## src/rtl/anybit_enc_if.sv

```systemverilog
// Producer/consumer bundle for anybit_enc: vector load side plus index handshake.
// count_out exists only when ANYBIT_ENC_COUNT_EN is defined.
interface anybit_enc_if #(
  parameter int OUT_SIZE = 4,
  parameter int IN_SIZE  = 1 << OUT_SIZE
);
  logic                enable;
  logic                load;
  logic [IN_SIZE-1:0]  vec_in;
  logic                idx_ready;
  logic                busy;
  logic [OUT_SIZE-1:0] idx_out;
  logic                idx_valid;
  logic                done;
  logic                none;
`ifdef ANYBIT_ENC_COUNT_EN
  logic [OUT_SIZE:0]   count_out;
`endif

`ifdef ANYBIT_ENC_COUNT_EN
  modport master (
    output enable, load, vec_in, idx_ready,
    input  busy, idx_out, idx_valid, done, none, count_out
  );
  modport slave (
    input  enable, load, vec_in, idx_ready,
    output busy, idx_out, idx_valid, done, none, count_out
  );
`else
  modport master (
    output enable, load, vec_in, idx_ready,
    input  busy, idx_out, idx_valid, done, none
  );
  modport slave (
    input  enable, load, vec_in, idx_ready,
    output busy, idx_out, idx_valid, done, none
  );
`endif
endinterface

```

## src/rtl/anybit_enc.sv

```systemverilog
// Multi-hot to index encoder: captures a vector, emits set-bit indices lowest first.
// Optional popcount output is enabled by defining ANYBIT_ENC_COUNT_EN.
module anybit_enc #(
  parameter int OUT_SIZE = 4,
  parameter int IN_SIZE  = 1 << OUT_SIZE
) (
  input  logic        clock,
  input  logic        reset_n,
  anybit_enc_if.slave bus
);

  typedef enum logic {IDLE, EMIT} state_t;

  state_t              r_state;
  logic [IN_SIZE-1:0]  r_pend;
  logic [OUT_SIZE-1:0] r_idx;
  logic                r_valid;
  logic                r_done;
  logic                r_none;
  logic [IN_SIZE-1:0]  w_rest;
`ifdef ANYBIT_ENC_COUNT_EN
  logic [OUT_SIZE:0]   r_count;
`endif

  function automatic logic [OUT_SIZE-1:0] lowest_set(input logic [IN_SIZE-1:0] v);
    logic [OUT_SIZE-1:0] idx;
    logic                found;
    idx   = '0;
    found = 1'b0;
    for (int unsigned i = 0; i < IN_SIZE; i++) begin
      if (v[i] && !found) begin
        idx   = OUT_SIZE'(i);
        found = 1'b1;
      end
    end
    return idx;
  endfunction

`ifdef ANYBIT_ENC_COUNT_EN
  function automatic logic [OUT_SIZE:0] pop_count(input logic [IN_SIZE-1:0] v);
    logic [OUT_SIZE:0] n;
    n = '0;
    for (int unsigned i = 0; i < IN_SIZE; i++) begin
      n += (OUT_SIZE+1)'(v[i]);
    end
    return n;
  endfunction
`endif

  // Clearing the lowest set bit of pend is exactly retiring the index on idx_out.
  assign w_rest = r_pend & (r_pend - IN_SIZE'(1));

  always_ff @(posedge clock or negedge reset_n) begin
    if (!reset_n) begin
      r_state <= IDLE;
      r_pend  <= '0;
      r_idx   <= '0;
      r_valid <= 1'b0;
      r_done  <= 1'b0;
      r_none  <= 1'b0;
`ifdef ANYBIT_ENC_COUNT_EN
      r_count <= '0;
`endif
    end else begin
      // Completion pulses always self-clear, even while enable is low.
      r_done <= 1'b0;
      r_none <= 1'b0;
      if (bus.enable) begin
        case (r_state)
          IDLE: begin
            if (bus.load) begin
              r_pend <= bus.vec_in;
`ifdef ANYBIT_ENC_COUNT_EN
              r_count <= pop_count(bus.vec_in);
`endif
              if (|bus.vec_in) begin
                r_state <= EMIT;
                r_idx   <= lowest_set(bus.vec_in);
                r_valid <= 1'b1;
              end else begin
                r_done <= 1'b1;
                r_none <= 1'b1;
              end
            end
          end
          EMIT: begin
            if (r_valid && bus.idx_ready) begin
              r_pend <= w_rest;
              if (w_rest == '0) begin
                r_state <= IDLE;
                r_valid <= 1'b0;
                r_done  <= 1'b1;
              end else begin
                r_idx <= lowest_set(w_rest);
              end
            end
          end
          default: r_state <= IDLE;
        endcase
      end
    end
  end

  assign bus.busy      = (r_state == EMIT);
  assign bus.idx_out   = r_idx;
  assign bus.idx_valid = r_valid;
  assign bus.done      = r_done;
  assign bus.none      = r_none;
`ifdef ANYBIT_ENC_COUNT_EN
  assign bus.count_out = r_count;
`endif

endmodule

```

## src/flat_wrapper.sv

```systemverilog
// flat-port wrapper written by rule: the top's interface ports become plain ports
module anybit_enc_flat 
#(
  parameter int OUT_SIZE = 4,
  parameter int IN_SIZE  = 1 << OUT_SIZE
)
  (clock, reset_n, bus_enable, bus_load, bus_vec_in, bus_idx_ready, bus_busy, bus_idx_out, bus_idx_valid, bus_done, bus_none);
  anybit_enc_if #(.OUT_SIZE(OUT_SIZE), .IN_SIZE(IN_SIZE)) bus_i ();
  input  logic clock;
  input  logic reset_n;
  input wire logic [$bits(bus_i.enable)-1:0] bus_enable;
  input wire logic [$bits(bus_i.load)-1:0] bus_load;
  input wire logic [$bits(bus_i.vec_in)-1:0] bus_vec_in;
  input wire logic [$bits(bus_i.idx_ready)-1:0] bus_idx_ready;
  output wire logic [$bits(bus_i.busy)-1:0] bus_busy;
  output wire logic [$bits(bus_i.idx_out)-1:0] bus_idx_out;
  output wire logic [$bits(bus_i.idx_valid)-1:0] bus_idx_valid;
  output wire logic [$bits(bus_i.done)-1:0] bus_done;
  output wire logic [$bits(bus_i.none)-1:0] bus_none;
  assign bus_i.enable = bus_enable;
  assign bus_i.load = bus_load;
  assign bus_i.vec_in = bus_vec_in;
  assign bus_i.idx_ready = bus_idx_ready;
  assign bus_busy = bus_i.busy;
  assign bus_idx_out = bus_i.idx_out;
  assign bus_idx_valid = bus_i.idx_valid;
  assign bus_done = bus_i.done;
  assign bus_none = bus_i.none;
  anybit_enc #(.OUT_SIZE(OUT_SIZE), .IN_SIZE(IN_SIZE)) u_core (.clock(clock), .reset_n(reset_n), .bus(bus_i));
endmodule
```

## config.mk

```make
export PLATFORM = sky130hd
export DESIGN_NAME = anybit_enc_flat
export DESIGN_NICKNAME = d
export VERILOG_FILES = /design/src/rtl/anybit_enc_if.sv /design/src/rtl/anybit_enc.sv /design/src/flat_wrapper.sv
export SDC_FILE = /design/constraint.sdc
export NUM_CORES = 1
export LEC_CHECK = 0
export CORE_MARGIN = 2
export CORE_UTILIZATION = 35
export DETAILED_ROUTE_END_ITERATION = 6
export HOLD_SLACK_MARGIN = 0.12
export PLACE_DENSITY = 0.63
export SKIP_CTS_REPAIR_TIMING = 1
export SLEW_MARGIN = 10
export SYNTH_ARGS = -nofsm -noshare
export SYNTH_HDL_FRONTEND = slang
export SYNTH_SLANG_ARGS = --single-unit
```

## constraint.sdc

```tcl
create_clock -name clock -period 2.8 [get_ports clock]
set_clock_uncertainty 0.1 [all_clocks]
set_input_delay 0.42 -clock clock [delete_from_list [all_inputs] [get_ports clock]]
set_output_delay 0.42 -clock clock [all_outputs]
set_load 0.05 [all_outputs]
```

-- Word-level counts from Yosys, hierarchy flattened
Cells that the tools add are included.
- register bits: 24
- input bits: 21
- word-level logic and storage cells: 286
- $add $sub $neg: 1
- eq/ne operators: 5
- multiplexer cells: 206
- bitwise operators: 2
- reductions and logical operators: 66
- operator list (kind ; number):
    $mux 1 ; 167
    $mux 4 ; 20
    $mux 16 ; 2
    $pmux 16 s2 ; 1
    $logic_and 1x1->1 ; 31
    $logic_not 1->1 ; 30
    $mux 3 ; 8
    $and 16x16->16 ; 1
    $logic_not 16->1 ; 1
    $reduce_or 16->1 ; 1
    $sub 16x1->16 const B ; 1
    $reduce_and 5->1 ; 2
    $mux 2 ; 4
    $ne 2x2->1 const B ; 4
    $pmux 4 s2 ; 1
    $pmux 1 s2 ; 3
    $reduce_and 3->1 ; 1
    $ne 2x1->1 const B ; 1
    $not 1->1 ; 1

-- Depth between registers and ports, before layout
- depth after elaboration: 111
- depth in mapped cells: 9
- gate-level depth less buffers: 7

-- Worst setup path before layout
No wires, ideal clock.
- path kind: reg2reg
- from: register u_core.r_pend[8]
- to: register u_core.r_idx[1], in the netlist u_core.bus.idx_out[1]
- setup time: 0.125 ns
- data arrival time: 2.842 ns
- path slack: -0.268 ns
- stages on the path, launching flop included: 9
- clock period less this slack: 3.068 ns
- path through: dfrtp_1 -> buf_6 -> or4_1 -> or4_4 -> or2_1 -> maj3_1 -> o41ai_4 -> a21oi_2 -> mux2_4
- longest elaborated chain between the ends: 56
- elaborated cells between the ends (all ways): 66
- RTL lines (what ; RTL line ; RTL):
    from (decl) ; anybit_enc.sv:15 ; logic [IN_SIZE-1:0] r_pend;
    from (signal assigned) ; anybit_enc.sv:72 ; r_pend <= bus.vec_in;
    from (signal assigned) ; anybit_enc.sv:88 ; r_pend <= w_rest;
    $sub 16x1->16 ; anybit_enc.sv:51 ; assign w_rest = r_pend & (r_pend - IN_SIZE'(1));
    $and 16x16->16 (*) ; anybit_enc.sv:51 ;
    $logic_and 1x1->1 ; anybit_enc.sv:31 ; if (v[i] && !found) begin
    $mux 1 ; anybit_enc.sv:31 ;
    $mux 1 ; anybit_enc.sv:89 ; if (w_rest == '0) begin
    $mux 1 ; anybit_enc.sv:87 ; if (r_valid && bus.idx_ready) begin
    $mux 1 ; anybit_enc.sv:69 ; case (r_state)
    $mux 1 ; anybit_enc.sv:68 ; if (bus.enable) begin
    [... 40 more ...] ; n/a ;
    $mux 1 ; anybit_enc.sv:69 ;
    $mux 1 ; anybit_enc.sv:68 ;
    $logic_not 1->1 ; anybit_enc.sv:31 ;
    $logic_and 1x1->1 ; anybit_enc.sv:31 ;
    $mux 4 ; anybit_enc.sv:31 ;
    $mux 4 ; anybit_enc.sv:89 ;
    $mux 4 ; anybit_enc.sv:87 ;
    $pmux 4 s2 ; anybit_enc.sv:69 ;
    to (signal assigned) ; anybit_enc.sv:78 ; r_idx <= lowest_set(bus.vec_in);
    to (signal assigned) ; anybit_enc.sv:94 ; r_idx <= lowest_set(w_rest);
    to (decl) ; anybit_enc.sv:16 ; logic [OUT_SIZE-1:0] r_idx;
Mark *: on every way between the ends. The rest lies on a longest branch, timed or not. The select of a mux whose other input is x is not followed.
A chain may end at the register's enable or synchronous reset.

-- Worst setup path in the final report
- from: register u_core.r_pend[9]
- to: register u_core.r_idx[1], in the netlist u_core.bus.idx_out[1]
- longest elaborated chain between the ends: 49
- elaborated cells between the ends (all ways): 58
- RTL lines (what ; RTL line):
    $sub 16x1->16 ; anybit_enc.sv:51
    $and 16x16->16 (*) ; anybit_enc.sv:51
    $logic_and 1x1->1 ; anybit_enc.sv:31
    $mux 1 ; anybit_enc.sv:31
    $mux 1 ; anybit_enc.sv:89
    $mux 1 ; anybit_enc.sv:87
    $mux 1 ; anybit_enc.sv:69
    $mux 1 ; anybit_enc.sv:68
    [... 33 more ...] ; n/a
    $mux 1 ; anybit_enc.sv:69
    $mux 1 ; anybit_enc.sv:68
    $logic_not 1->1 ; anybit_enc.sv:31
    $logic_and 1x1->1 ; anybit_enc.sv:31
    $mux 4 ; anybit_enc.sv:31
    $mux 4 ; anybit_enc.sv:89
    $mux 4 ; anybit_enc.sv:87
    $pmux 4 s2 ; anybit_enc.sv:69
Marked as above.

==> reports/results.tsv <==
metric	value	unit
status	complete, but fails checks	
violations	setup timing	
drc_errors	0	
vias	2205	
period_share	111	%
vias_per_cell	5.58	
rsz0062_at_grt	true	
hold_violations	0	
syn_avg_cell_area	7.74	um2
drtPass1Iterations	5	
wl_met1	2950	um
reg2reg_depth	8	
place_inst	385	
die_w	79.5	um
worst_setup_path_start_kind	register	
syn_nets	279	
ctsLongestPathBuffers	2	
max_freq	322	MHz
grt_max_degree	25	
crit_start	u_core.r_pend[9]	
seq_area_frac_synth	30.1	%
antenna_found_initial	0	
dieArea	6330	um2
critical_path_class	register to register	
wl_met2	3020	um
grt_pass1_vias	1940	
critPathArrivalTime	3.18	ns
cts.sinks	24	
yosysUniqueCellTypes	55	
postLayoutCoreUtil	50.8	%
r2r-start	u_core.r_pend[9]	
synth_flop_cell	dfrtp_1	
grt_pass1_wl	9790	um
r2r_slack	-0.31	ns
grt-ovfl-total	0	
clock_latency	0.28	ns
worst_path_largest_cell_delay	0.56	ns
path_clk_slew	0.10	ns
holdCritPathClass	primary input to asynchronous set/reset pin	
mostFrequentLayoutCells	buf_4, nand2_1, clkdlybuf4s50_1	
crit_buf_inv	1	
power	3770	uW
cp_max_fo	7	
start_util	36.3	%
crit_chain	or4_4 > or4_4 > buf_12 > or3_4 > o211a_4 > o41ai_4 > a21oi_2 > mux2_4	
worst_slew_pin_slew	0.645	ns
cp-end-kind	register	
pin_count	29	
num_antenna_cells	0	
topRoutingLayerUsed	met4	
slew_headroom	56.5	%
synth-edff-count	0	
synthToLayoutAreaGrowth	40.1	%
rr_endpoint	u_core.bus.idx_out[1]	
holdWs	0.388	ns
cts_tree	yes	
crit_cells	8	
ys_warn_count	0	
cp_top_family	simple AND/OR/NAND/NOR gates	
total_leakage_power	0.00122	uW
wl_met3	242	um
power.density	1350	nW/um2
fin_ws	-0.310	ns
endpoint	u_core.bus.idx_out[1]	
netlist_instances	258	
synthesis.area	2000	um2
drive_gt1_share	24.1	%
setup_viol	7	
htreeDepth	1	
wl_per_cell	16.0	um
routabilityCongestion	0.894	
core_area	5510	um2
post-route-min-period	3.11	ns
fin_nets	345	
maxSlewViolCount	0	
dp_hpwl	4790	um
clockRootBuffer	clkbuf_8	
synth-async-reset-ratio	100	%
peakVddDrop	0.607	mV
cpMostUsedCell	or4_4	
die_y	79.5	um
fin_cells	395	
ant_nets	0	
final_common_cell	buf_4	
port_buffers	28	
grtUsageTotal	20.1	%
num_rows	27	
ys_ff_latch	24	
drtIter0Drc	147	
cap_violations	0	
cts_buffers	3	
crit_slowest_cell	or4_4	
cp_data_required_time	2.87	ns
wirelength	6310	um
[worst register-to-register path, cell delays in order (launching register included)]
cell	delay [ns]
dfrtp_1	0.38
or4_4	0.56
or4_4	0.56
buf_12	0.15
or3_4	0.35
o211a_4	0.17
o41ai_4	0.33
a21oi_2	0.08
mux2_4	0.31
[routing by layer]
layer | GRT usage, % | vias up
li1 | - | 1096
met1 | 27.9 | 1051
met2 | 33.1 | 52
met3 | 1.70 | 6
met4 | 6.03 | 0
met5 | 0 | -
[where the power goes]
group          total, uW  switching [uW]  internal, uW
Clock                252             126           126
Sequential           625             131           494
Combinational       2900            1530          1370
[sequential cells by signal (all words and copies together) (netlist names)]
register / flops
u_core.r_pend: 16
u_core.bus.done: 1
u_core.bus.none: 1
u_core.bus.idx_valid: 1
u_core.bus.busy: 1
u_core.bus.idx_out: 4
[worst min path at each step]
| stage | end | slack [ns] | from |
|---|---|---|---|
| final | u_core.bus.busy | 0.39 | reset_n |
| after detailed placement | u_core.bus.idx_out[0] | 0.41 | u_core.bus.idx_out[0] |
| after floorplan | u_core.bus.busy | 0.02 | reset_n |
| after global placement | u_core.bus.idx_out[3] | 0.42 | u_core.bus.idx_out[3] |
| after CTS | u_core.bus.busy | 0.40 | reset_n |
| after global routing | u_core.bus.busy | 0.42 | reset_n |
[cell usage after synthesis, drive strengths merged (6+ instances only)]
library cell / instances / area share [%]
dfrtp: 24 / 30
o21ai: 22 / 5.5
nand2: 30 / 5.6
a22o: 9 / 3.9
a21oi: 8 / 2.2
nor3: 12 / 3.0
clkbuf: 16 / 3.0
inv: 8 / 1.5
a21o: 8 / 3.0
or3: 7 / 2.2
o21a: 6 / 2.3
nor2: 27 / 5.1
[logic make-up after synthesis]
kind of cell / count (synthesis) / share of synthesized area (%)
buffers and inverters: 27 / 5.58
DFF: 24 / 30.1
and+or+nand+nor: 111 / 27.9
xor gates and xnor gates: 1 / 0.439
AOI/OAI and AO/OA: 91 / 33.7
adders and majority gates: 1 / 0.501
muxes: 3 / 1.75
[through the flow]
step           area (um2)  setup WS, ns  setup TNS (ns)
2_1_floorplan        2010        -0.257          -0.449
3_3_place_gp         2660        -0.268           -1.21
3_5_place_dp         2660        -0.243           -1.22
4_1_cts              2710        -0.255           -1.33
5_1_grt              2800        -0.356           -1.97
6_report             2800        -0.310           -1.57
[cell type report]
type	count	area, um2
timing repair buffer	80	687
sequential	24	601
fill	545	2710
clock buffer	4	55.1
inverter	8	30.0
multi-input combinational	207	1340
tap	72	90.1
(Power assumes the default switching activity.)
